==> src/rtl/error_locations.sv <==
// Chien search for the RS(204,188) decoder, GF(2^8) with field polynomial 0x11D.
// Evaluates the error locator at alpha^-i, one position per clock, and records
// up to eight root positions in ascending order.
// Optional build macro: RS_SHORTENED_SEARCH_EN limits the sweep to positions 0..203.

// One Chien term: r holds Sigma_K * alpha^(-K*i) for the position being tested.
module error_locations_cell #(
  parameter int K = 1
) (
  input  logic       Clk,
  input  logic       Reset,
  input  logic       load,
  input  logic       en,
  input  logic [7:0] sigma,
  output logic [7:0] r
);

  // Multiply by alpha^-1: shift right and fold bit 0 back in as 0x11D >> 1.
  function automatic logic [7:0] mul_ainv(input logic [7:0] x);
    return {1'b0, x[7:1]} ^ (x[0] ? 8'h8E : 8'h00);
  endfunction

  // Multiply by alpha^-K. K is constant, so this flattens to a fixed XOR network.
  function automatic logic [7:0] mul_ainv_k(input logic [7:0] x);
    logic [7:0] y;
    y = x;
    for (int j = 0; j < K; j++) y = mul_ainv(y);
    return y;
  endfunction

  // Load the coefficient once, then step one position per search cycle.
  always_ff @(posedge Clk or posedge Reset) begin
    if (Reset)     r <= 8'h00;
    else if (load) r <= sigma;
    else if (en)   r <= mul_ainv_k(r);
  end

endmodule

module error_locations (
  input  logic       Clk,
  input  logic       Reset,
  input  logic [7:0] Sigma1,
  input  logic [7:0] Sigma2,
  input  logic [7:0] Sigma3,
  input  logic [7:0] Sigma4,
  input  logic [7:0] Sigma5,
  input  logic [7:0] Sigma6,
  input  logic [7:0] Sigma7,
  input  logic [7:0] Sigma8,
  output logic [7:0] Location1,
  output logic [7:0] Location2,
  output logic [7:0] Location3,
  output logic [7:0] Location4,
  output logic [7:0] Location5,
  output logic [7:0] Location6,
  output logic [7:0] Location7,
  output logic [7:0] Location8
);

  localparam int NUM_TERMS = 8;

`ifdef RS_SHORTENED_SEARCH_EN
  localparam logic [7:0] LAST_POS = 8'd203;
`else
  localparam logic [7:0] LAST_POS = 8'd254;
`endif

  typedef enum logic [1:0] {LOAD, SEARCH, DONE} state_t;

  state_t                          st;
  logic [7:0]                      i;
  logic [2:0]                      n;
  logic                            full;
  logic [NUM_TERMS-1:0][7:0]       sigma_v;
  logic [NUM_TERMS-1:0][7:0]       r_v;
  logic [NUM_TERMS-1:0][7:0]       loc;
  logic [7:0]                      s;
  logic                            load_en;
  logic                            search_en;

  assign sigma_v   = {Sigma8, Sigma7, Sigma6, Sigma5, Sigma4, Sigma3, Sigma2, Sigma1};
  assign load_en   = (st == LOAD);
  assign search_en = (st == SEARCH);

  // Term k is seeded with Sigma_k and rotates by alpha^-k each position.
  for (genvar g = 0; g < NUM_TERMS; g++) begin : g_term
    error_locations_cell #(.K(g + 1)) u_cell (
      .Clk   (Clk),
      .Reset (Reset),
      .load  (load_en),
      .en    (search_en),
      .sigma (sigma_v[g]),
      .r     (r_v[g])
    );
  end

  // Lambda(alpha^-i): implicit 1 plus the XOR of all rotating terms.
  always_comb begin
    s = 8'h01;
    for (int k = 0; k < NUM_TERMS; k++) s = s ^ r_v[k];
  end

  // Sequencer: load once, sweep positions, then freeze until the next reset.
  always_ff @(posedge Clk or posedge Reset) begin
    if (Reset) begin
      st   <= LOAD;
      i    <= 8'd0;
      n    <= 3'd0;
      full <= 1'b0;
      loc  <= {NUM_TERMS{8'hFF}};
    end else begin
      case (st)
        LOAD: begin
          loc  <= {NUM_TERMS{8'hFF}};
          i    <= 8'd0;
          n    <= 3'd0;
          full <= 1'b0;
          st   <= SEARCH;
        end
        SEARCH: begin
          // Roots beyond the eighth cannot come from a valid locator; drop them.
          if (s == 8'h00 && !full) begin
            loc[n] <= i;
            n      <= n + 3'd1;
            if (n == 3'd7) full <= 1'b1;
          end
          i <= i + 8'd1;
          if (i == LAST_POS) st <= DONE;
        end
        DONE: ;
        default: st <= LOAD;
      endcase
    end
  end

  assign Location1 = loc[0];
  assign Location2 = loc[1];
  assign Location3 = loc[2];
  assign Location4 = loc[3];
  assign Location5 = loc[4];
  assign Location6 = loc[5];
  assign Location7 = loc[6];
  assign Location8 = loc[7];

endmodule

==> config.mk <==
export PLATFORM = sky130hd
export DESIGN_NAME = error_locations
export DESIGN_NICKNAME = d
export VERILOG_FILES = /design/src/rtl/error_locations.sv
export SDC_FILE = /design/constraint.sdc
export NUM_CORES = 1
export LEC_CHECK = 0
export BUFFER_PORTS_ARGS = -buffer_cell sky130_fd_sc_hd__buf_2
export CORE_AREA = 3 3 186 116
export DETAILED_ROUTE_END_ITERATION = 16
export DIE_AREA = 0 0 189 119
export PLACE_DENSITY = 0.61
export SETUP_SLACK_MARGIN = 0.4
export SLEW_MARGIN = 20
export SYNTH_ARGS = -nofsm -noshare
export SYNTH_HDL_FRONTEND = slang
export SYNTH_SLANG_ARGS = --single-unit
==> constraint.sdc <==
create_clock -name Clk -period 4.1 [get_ports Clk]
set_input_delay 0.41 -clock Clk [delete_from_list [all_inputs] [get_ports Clk]]
set_output_delay 0.41 -clock Clk [all_outputs]
set_load 0.005 [all_outputs]
# Yosys cells after proc, flatten, opt, wreduce, memory -nomap -nowiden
# Index checks and enable logic that the tools add are counted.
[word_totals] output_inout_bits=64 elab_cells=150 input_bits=66 regBits=142
[op_classes] bitwise_logic=45 magnitude_cmp=2 n_addsub=2 mux=65 n_eq_ne=7 reduce_logical=9
[op_table] cell="$mux W8" count=53
[op_table] cell="$xor A7 B8 Y8" count=36
[op_table] cell="$pmux W64 S2" count=1
[op_table] cell="$bwmux W64" count=1
[op_table] cell="$mux W64" count=1
[op_table] cell="$xor A8 B8 Y8" count=7
[op_table] cell="$demux W8 S3" count=1
[op_table] cell="$pmux W8 S2" count=1
[op_table] cell="$add A8 B1 Y8 const B" count=1
[op_table] cell="$eq A8 B8 Y1 const B" count=1
[op_table] cell="$logic_not A8 Y1" count=1
[op_table] cell="$ne A2 B2 Y1 const B" count=3
[op_table] cell="$pmux W2 S3" count=1
[op_table] cell="$pmux W3 S2" count=1
[op_table] cell="$lt A3 B4 Y1 const B" count=1
[op_table] cell="$reduce_and A2 Y1" count=2
[op_table] cell="$add A3 B1 Y3 const B" count=1
[op_table] cell="$eq A3 B3 Y1 const B" count=1
[op_table] cell="$ge A3 B1 Y1 const B" count=1
[op_table] cell="$mux W3" count=1
[op_table] cell="$reduce_and A3 Y1" count=1
[op_table] cell="$eq A2 B1 Y1 const B" count=1
[op_table] cell="$eq A2 B2 Y1 const B" count=1
[op_table] cell="$logic_and A1 B1 Y1" count=2
[op_table] cell="other kinds (7)" count=9

# Longest topological paths before layout
# Gate-level depths: netlist of run 1.
[depth] depth_word=18 depth_mapped=10 ltp_nobuf=7

# Modules after synthesis
# From an unflattened synthesis of run 1, not the netlist that was laid out.
[hier_totals] cells_unflattened=814 hier_area_um2=8237.9
[modules_own_cells] mod="error_locations" cells_each=394 area_each_um2=4166.5 n_inst=1 seq_area_each_um2=2031.9
[modules_own_cells] mod="error_locations_cell (g_term[7].u_cell)" cells_each=63 area_each_um2=594.3 n_inst=1 seq_area_each_um2=200.2
[modules_own_cells] mod="error_locations_cell (g_term[6].u_cell)" cells_each=58 area_each_um2=570.5 n_inst=1 seq_area_each_um2=200.2
[modules_own_cells] mod="error_locations_cell (g_term[2].u_cell)" cells_each=55 area_each_um2=524.3 n_inst=1 seq_area_each_um2=200.2
[modules_own_cells] mod="error_locations_cell (g_term[5].u_cell)" cells_each=56 area_each_um2=524.3 n_inst=1 seq_area_each_um2=200.2
[modules_own_cells] mod="error_locations_cell (g_term[4].u_cell)" cells_each=57 area_each_um2=518.0 n_inst=1 seq_area_each_um2=200.2
[modules_own_cells] mod="error_locations_cell (g_term[3].u_cell)" cells_each=48 area_each_um2=486.7 n_inst=1 seq_area_each_um2=200.2
[modules_own_cells] mod="error_locations_cell (g_term[1].u_cell)" cells_each=43 area_each_um2=441.7 n_inst=1 seq_area_each_um2=200.2
[modules_own_cells] mod="error_locations_cell (g_term[0].u_cell)" cells_each=40 area_each_um2=411.6 n_inst=1 seq_area_each_um2=200.2

# Worst setup path after synthesis of run 1
# Ideal clock, no wire load.
[synth_path] kind="register to register" from="register g_term[2].u_cell.r[1]" to="register loc, in the netlist Location6[3]" n_path_buf=2 path_stages_with_launch=10 path_slack_ns=2.031 setup_ns=0.090 period_less_slack_ns=2.069 required_ns=4.010 arrival_ns=1.978 cell_sequence="dfrtp_1 -> buf_4 -> xnor2_1 -> xnor2_1 -> xnor2_1 -> nor3_4 -> and4_2 -> buf_4 -> mux2i_1 -> nand2_1"
[synth_between] elab_chain_len=10
[synth_lines] item="start: declaration" line_no="15" rtl="output logic [7:0] r"
[synth_lines] item="start signal: assignment" line_no="34" rtl="else if (load) r <= sigma;"
[synth_lines] item="start signal: assignment" line_no="35" rtl="else if (en) r <= mul_ainv_k(r);"
[synth_lines] item="$xor A8 B8 Y8 (6 in series)" line_no="101" rtl="for (int k = 0; k < NUM_TERMS; k++) s = s ^ r_v[k];"
[synth_lines] item="$logic_not A8 Y1" line_no="123" rtl="if (s == 8'h00 && !full) begin"
[synth_lines] item="$logic_and A1 B1 Y1" line_no="123"
[synth_lines] item="$ne A2 B2 Y1 (no line)"
[synth_lines] item="$reduce_and A2 Y1 (no line)"
[synth_lines] item="end signal: assignment" line_no="111" rtl="loc <= {NUM_TERMS{8'hFF}};"
[synth_lines] item="end signal: assignment" line_no="115" rtl="loc <= {NUM_TERMS{8'hFF}};"
[synth_lines] item="end signal: indexed assignment" line_no="124" rtl="loc[n] <= i;"
[synth_lines] item="end: declaration" line_no="77" rtl="logic [NUM_TERMS-1:0][7:0] loc;"
# No other way between the ends.
# A chain may end at the register's enable or synchronous reset.

# Worst setup path after layout of run 1
[layout_path] from="register g_term[7].u_cell.r[7]" to="register loc, in the netlist Location3[0]"
[layout_between] elab_chain_len=5
[layout_lines] item="start: declaration" line_no="15"
[layout_lines] item="start signal: assignment" line_no="34"
[layout_lines] item="start signal: assignment" line_no="35"
[layout_lines] item="$xor A8 B8 Y8" line_no="101"
[layout_lines] item="$logic_not A8 Y1" line_no="123"
[layout_lines] item="$logic_and A1 B1 Y1" line_no="123"
[layout_lines] item="$ne A2 B2 Y1 (no line)"
[layout_lines] item="$reduce_and A2 Y1 (no line)"
# No other way between the ends.

==> impl_metrics.toml, run 1 <==
[pwr]
combPwrFrac = 0.500
leakagePower_nw = 4.20
powerDensity_mw_per_mm2 = 894
clkPwrFrac = 0.192
net-switching-power_mw = 3.38
seq_power_share = 0.309
switching_share = 0.408
p_int_mw = 4.89
ir_drop_mv = 0.569

[timing]
max_freq_ghz = 0.364
fin_setup_tns_ns = 0
timing.final.hold_violations = 0
post-route-worst-setup-slack_ns = 1.36
setup_viol_count_final = 0
rsz0062_at_grt = "false"
relSlewSlack = 0.287
tightest_slew_ns = 1.07
fin_crit_ns = 2.74
final.setup_skew_ns = 0.0119
drv_slew = 0
fin_crit_sh = 0.669

[clocking]
numCtsBuffers = 17
cts_tree = "built"
cts_setup_buffers = 0
cts_hold_buf = 0
clk_pin_slew_ns = 0.06
ctsResizeCount = 0
cts_sinks = 142
cts-root-buf = "clkbuf_16"
h-tree-depth = 4
clock_latency_ns = 0.42
clk_path_buf_depth = 2

[floorplanning]
initial_core_util = 0.400
chipHeight_um = 119
fp.dieW_um = 189
dieArea_mm2 = 0.0225
num_io_pins = 130
rows = 40
core_mm2 = 0.0199

[worst_setup_path]
cp_num_buf_inv = 0
end_kind = "flip-flop"
cp_slowest_cell = "and4_1"
worstPathRequired_ns = 4.43
cp_max_fo = 9
max_stage_delay_ns = 0.54
crit_arrival_ns = 3.07
path_common_cell = "xnor2_1"
cp_top_family = "simple AND/OR/NAND/NOR gates"
start_kind = "flip-flop"
path_cells = "xnor2_1 -> xnor2_1 -> xnor2_1 -> and4_1 -> nand4_2 -> nor3_1 -> a221oi_2"
worst-setup-path-type = "flip-flop to flip-flop"

[synthesis]
yosysWarnings = 0
synth_nets = 886
synthTopCellsByArea = "dfrtp_1 25%, dfstp_2 21%, xnor2_1 13%"
synth_flop_cell = "dfrtp_1"
synthCells = 816
yosys.area.top_type = "dfrtp_1"
syn_avg_cell_area_um2 = 9.74
synth_area_mm2 = 0.00794
synth-seq-cells = 142
ys_seq_area_frac = 0.457
synth_enable_flop_cells = 0
synth_top_area_frac = 0.246
ys_types = 42
async_flop_share = 1.00

[drt]
viasPerCell = 5.01
first_pass_iters = 5
drt_iter0_markers = 547
avgRoutedWirePerCell_um = 18.0
ant_nets = 0
drc = 0
num_vias = 5901
wirelength_um = 21200

[placement]
gp_congestion = 0.803
pre_cts_ws_ns = 1.36
port_buffers = 129
dp_hpwl_um = 14700

[layout]
most-common-layout-cells = "129 x buf_2, 117 x xnor2_1, 113 x nand2_1"
drive_gt1_frac = 0.277
antenna_cells = 0
layout.nets = 961
area_growth_pct = 16.4
final_common_cell = "buf_2"

[global_routing]
antenna_found_initial = 0
grt_max_degree = 92
grt_pass1_vias = 5713
grt_pass1_wl_um = 33500
grt_overflow = 0
track_usage = 0.193

[run]
max_cap_violations = 0

[status]
status = "finished clean"

[hold_path]
hp-class = "primary input to async pin"
[through the flow]
step	instance area [um^2]	total power, mW	std cells	hold slack [ns]	util
finish	9250	8.26	1177	0.0652	0.465
floorplan	7950	5.93	816	0.463	-
CTS	9250	8.31	1177	0.0716	0.465
detailed placement	8640	6.68	1145	0.486	0.435
global route	9250	8.89	1177	0.110	0.465
global placement	8640	6.62	1145	0.480	0.435
[state kept, by name, summed over array words and instances, names as in the netlist]
name,count
st,2
Location7,8
Location6,8
Location3,8
Location4,8
Location8,8
n,3
Location5,8
full,1
i,8
g_term.u_cell.r,64
Location2,8
Location1,8
[area by class of cell]
type / instances / area [um^2]
Timing Repair Buffer: 136 / 711
Multi-Input combinational cell: 574 / 3870
Clock buffer: 24 / 536
Fill cell: 1919 / 10600
Sequential cell: 142 / 3640
Inverter: 20 / 78.8
Clock inverter: 8 / 71.3
Tap cell: 273 / 342
[path summary, 6_finish.rpt]
check	start	end	slack [ns]	cells after the start
max	g_term[7].u_cell.r[7]	Location3[0]	1.36	7
min	Reset	g_term[3].u_cell.r[0]	0.07	2
max reg2reg	g_term[7].u_cell.r[7]	Location3[0]	1.36	7
min reg2reg	Location4[0]	Location4[0]	0.49	2
max in group asynchronous	Reset	st[0]	2.98	3
min in group Clk	Sigma7[0]	g_term[6].u_cell.r[0]	0.26	3
[power by group through the flow]
stage               sequential (mW)  clock, mW  combinational (mW)
detailed placement             2.56          0                4.12
global placement               2.56          0                4.07
CTS                            2.55       1.61                4.15
floorplan                      2.15          0                3.77
global route                   2.62       1.67                4.60
finish                         2.55       1.58                4.13
[cells in the mapped netlist (2+ instances only)]
master / count
buf_1: 4
dfrtp_1: 78
buf_2: 19
inv_1: 19
o21ai_0: 63
nand2_1: 114
buf_4: 5
or3_1: 2
and3b_1: 2
and3_1: 2
a211oi_1: 2
xnor2_1: 117
nor2b_1: 3
nand3b_1: 3
a22oi_1: 10
nand4_2: 4
nor3b_1: 3
nor2_1: 43
a221oi_2: 4
xor2_1: 18
clkbuf_2: 6
o22ai_1: 6
clkbuf_1: 44
ha_1: 4
dfstp_2: 64
buf_6: 2
nand3_1: 20
a21oi_1: 41
mux2i_1: 91
nor3_1: 9
and4_2: 3
[routing by layer]
layer	wire length [um]	share of wire	up-vias	GRT usage
met1	11700	0.55	2870	0.326
met2	8090	0.38	168	0.242
li1	-	-	2856	-
met5	0	0	-	0
met3	1360	0.064	7	0.0403
met4	100	0.0047	0	0.0409
[kinds of logic after synthesis]
family          count (synthesis)  synth area share
buf+inv                       100            0.0554
simple gates                  213             0.123
compound gates                131            0.0939
mux                            91             0.115
flops                         142             0.457
fa+ha+maj                       4           0.00630
xor+xnor                      135             0.149
[worst reg2reg max path: stages (launching register included)]
cell      delay [ns]
dfrtp_1         0.47
xnor2_1         0.39
xnor2_1         0.20
xnor2_1         0.14
and4_1          0.54
nand4_2         0.48
nor3_1          0.38
a221oi_2        0.06
Power figures use the tool's default switching activity.
==> run 2, diff against run 1 <==
--- a/config.mk
+++ b/config.mk
@@ -9,7 +9,7 @@
 export CORE_AREA = 3 3 186 116
 export DETAILED_ROUTE_END_ITERATION = 16
 export DIE_AREA = 0 0 189 119
-export PLACE_DENSITY = 0.61
+export PLACE_DENSITY = 0.59
 export SETUP_SLACK_MARGIN = 0.4
 export SLEW_MARGIN = 20
 export SYNTH_ARGS = -nofsm -noshare
==> constraint.sdc (replaced) <==
create_clock -name Clk -period 2.8 [get_ports Clk]
set_input_delay 0.28 -clock Clk [delete_from_list [all_inputs] [get_ports Clk]]
set_output_delay 0.28 -clock Clk [all_outputs]
set_load 0.005 [all_outputs]
==> run 2 against run 1 <==
  * Clock-buffer cell count decreased by 5
  * Highest routed layer unchanged
  * Power rose by 61%
  * Largest power group unchanged
  * Hold slack gained 0.076 ns
  * Critical path type unchanged
  * Combinational power increased by 79%
  * Cell count increased by 1.4%
==> impl_metrics.toml, run 2 (same netlist as run 1, synthesis figures left out) <==
[run]
max_cap_violations = 0

[drt]
avgRoutedWirePerCell_um = 18.1
ant_nets = 0
viasPerCell = 5.01
drc = 0
num_vias = 5976
wirelength_um = 21600
drt_iter0_markers = 471
first_pass_iters = 5

[layout]
most-common-layout-cells = "129 x buf_2, 114 x xnor2_1, 114 x nand2_1"
antenna_cells = 0
layout.nets = 977
area_growth_pct = 19.0
drive_gt1_frac = 0.292
top_register = "g_term.u_cell.r"
fin_util = 0.476
num-fill-cells = 1882
largest_register_ffs = 64
postLayoutCellArea_mm2 = 0.00945
final_common_cell = "buf_2"

[timing]
fin_crit_sh = 0.815
final.setup_skew_ns = 0.0122
drv_slew = 0
setup_viol_count_final = 0
timing.final.hold_violations = 0
rsz0062_at_grt = "false"
max_freq_ghz = 0.438
fin_crit_ns = 2.28
relSlewSlack = 0.412
whs_ns = 0.141
tightest_slew_ns = 0.879
fin_setup_tns_ns = 0

[status]
status = "finished clean"

[clocking]
h-tree-depth = 4
cts_sinks = 142
cts-root-buf = "clkbuf_16"
clock_latency_ns = 0.42
cts_tree = "built"
clk_pin_slew_ns = 0.06
numCtsBuffers = 17
clk_path_buf_depth = 2

[worst_setup_path]
end_kind = "flip-flop"
worst-setup-path-type = "flip-flop to flip-flop"
max_stage_delay_ns = 0.49
cp_max_fo = 9
crit_arrival_ns = 2.60
worstPathRequired_ns = 3.12
cp_slowest_cell = "dfrtp_1"
reg2reg_from = "g_term[6].u_cell.r[0]"
r2r_setup_slack_ns = 0.52
start_kind = "flip-flop"
regToRegEndpoint = "Location8[4]"
path_cells = "xnor2_2 -> xnor2_1 -> xnor2_1 -> and4_4 -> and4_4 -> mux2i_1 -> nand2_1"
rr_worst_depth = 7

[floorplanning]
core_mm2 = 0.0199
chipHeight_um = 119
num_io_pins = 130
fp.dieW_um = 189
rows = 40
initial_core_util = 0.400
dieArea_mm2 = 0.0225

[pwr]
ir_drop_mv = 1.43
leakagePower_nw = 4.29
powerDensity_mw_per_mm2 = 1410

[placement]
port_buffers = 129
postPlaceCellArea_mm2 = 0.00874
gp_congestion = 0.812
dp_hpwl_um = 15100

[global_routing]
busiest_layer = "met1"
met2_usage = 0.252
grt_pass1_wl_um = 34300
grt_max_degree = 73
grtUsageMet1 = 0.322
antenna_found_initial = 0
grt_overflow = 0
track_usage = 0.196
grt_pass1_vias = 5889
grt_util_met3 = 0.0465

[hold_path]
min_from = "Sigma4[3]"
hold_path_depth = 3
hp-class = "primary input to flip-flop"
holdPathEnd = "g_term[3].u_cell.r[3]"
-- run 2: cell types whose count changed in the layout (fill, tap and decap cells not counted), moves of 2 or more --
| cell | before | now |
|---|---|---|
| xnor2_1 | 117 | 114 |
| nand4_2 | 4 | 0 |
| xnor2_2 | 0 | 3 |
| clkinv_4 | 0 | 2 |
| buf_4 | 6 | 17 |
| clkbuf_16 | 20 | 17 |
| and4_2 | 3 | 0 |
| clkbuf_8 | 2 | 0 |
| nand4_4 | 1 | 5 |
| buf_12 | 1 | 5 |
| and4_4 | 0 | 4 |
| inv_4 | 2 | 4 |
-- run 2: how the worst max path moves through the flow --
stage / start / to / slack (ns) / cells past startpoint
final: g_term[6].u_cell.r[0] / Location8[4] / 0.52 / 7
after global routing: g_term[3].u_cell.r[2] / Location2[0] / 0.39 / 9
after CTS: g_term[6].u_cell.r[4] / Location8[6] / 0.42 / 7
after detailed placement: g_term[7].u_cell.r[7] / Location3[0] / 0.14 / 7
after global placement: g_term[7].u_cell.r[7] / Location2[0] / 0.17 / 7
after floorplan: g_term[2].u_cell.r[1] / Location6[3] / 0.73 / 9
-- run 2: routing by layer --
metal	routed length, um	vias up
met5	0	-
met4	114	0
met3	1270	11
met2	8310	179
met1	11900	2899
li1	-	2887
-- run 2: final cells by class --
| type | count | area, um^2 | share of cell area |
|---|---|---|---|
| clock buffers | 19 | 433 | 0.0458 |
| clock inverters | 13 | 135 | 0.0143 |
| inverters | 20 | 78.8 | 0.00834 |
| multi-input cells | 574 | 3940 | 0.417 |
| flip-flops and latches | 142 | 3640 | 0.385 |
| well taps | 273 | 342 | 0.0361 |
| repair buffers | 152 | 883 | 0.0935 |
-- run 2: repair_timing --
item / CTS / global route
setup endpoints to repair: 64 / 54
hold buffers: 1 / 0
endpoints found under the hold margin: 1 / 0
pin swaps: 1 / 1
gates cloned: 0 / 0
resized for setup: 8 / 6
buffers inserted: 2 / 3
-- run 2: critical path, delay by kind of cell, from the launching register on --
kind             cells  cell delay [ns]
AND/OR/NAND/NOR      3             0.83
XOR/XNOR             3             0.63
flip-flops           1             0.49
multiplexers         1             0.22
-- run 2: power breakdown --
part	total, mW	internal, mW	switching, mW
registers	3.69	2.78	0.910
clock network	2.24	1.32	0.922
logic	7.40	3.76	3.64
total	13.3	7.86	5.47
-- run 2: through the flow --
step / setup slack, ns / total power [mW] / instances
6_report: 0.519 / 13.3 / 1193
5_1_grt: 0.394 / 14.3 / 1193
4_1_cts: 0.425 / 12.8 / 1190
3_5_place_dp: 0.135 / 9.93 / 1155
3_3_place_gp: 0.170 / 9.86 / 1155
2_1_floorplan: 0.731 / 8.68 / 816
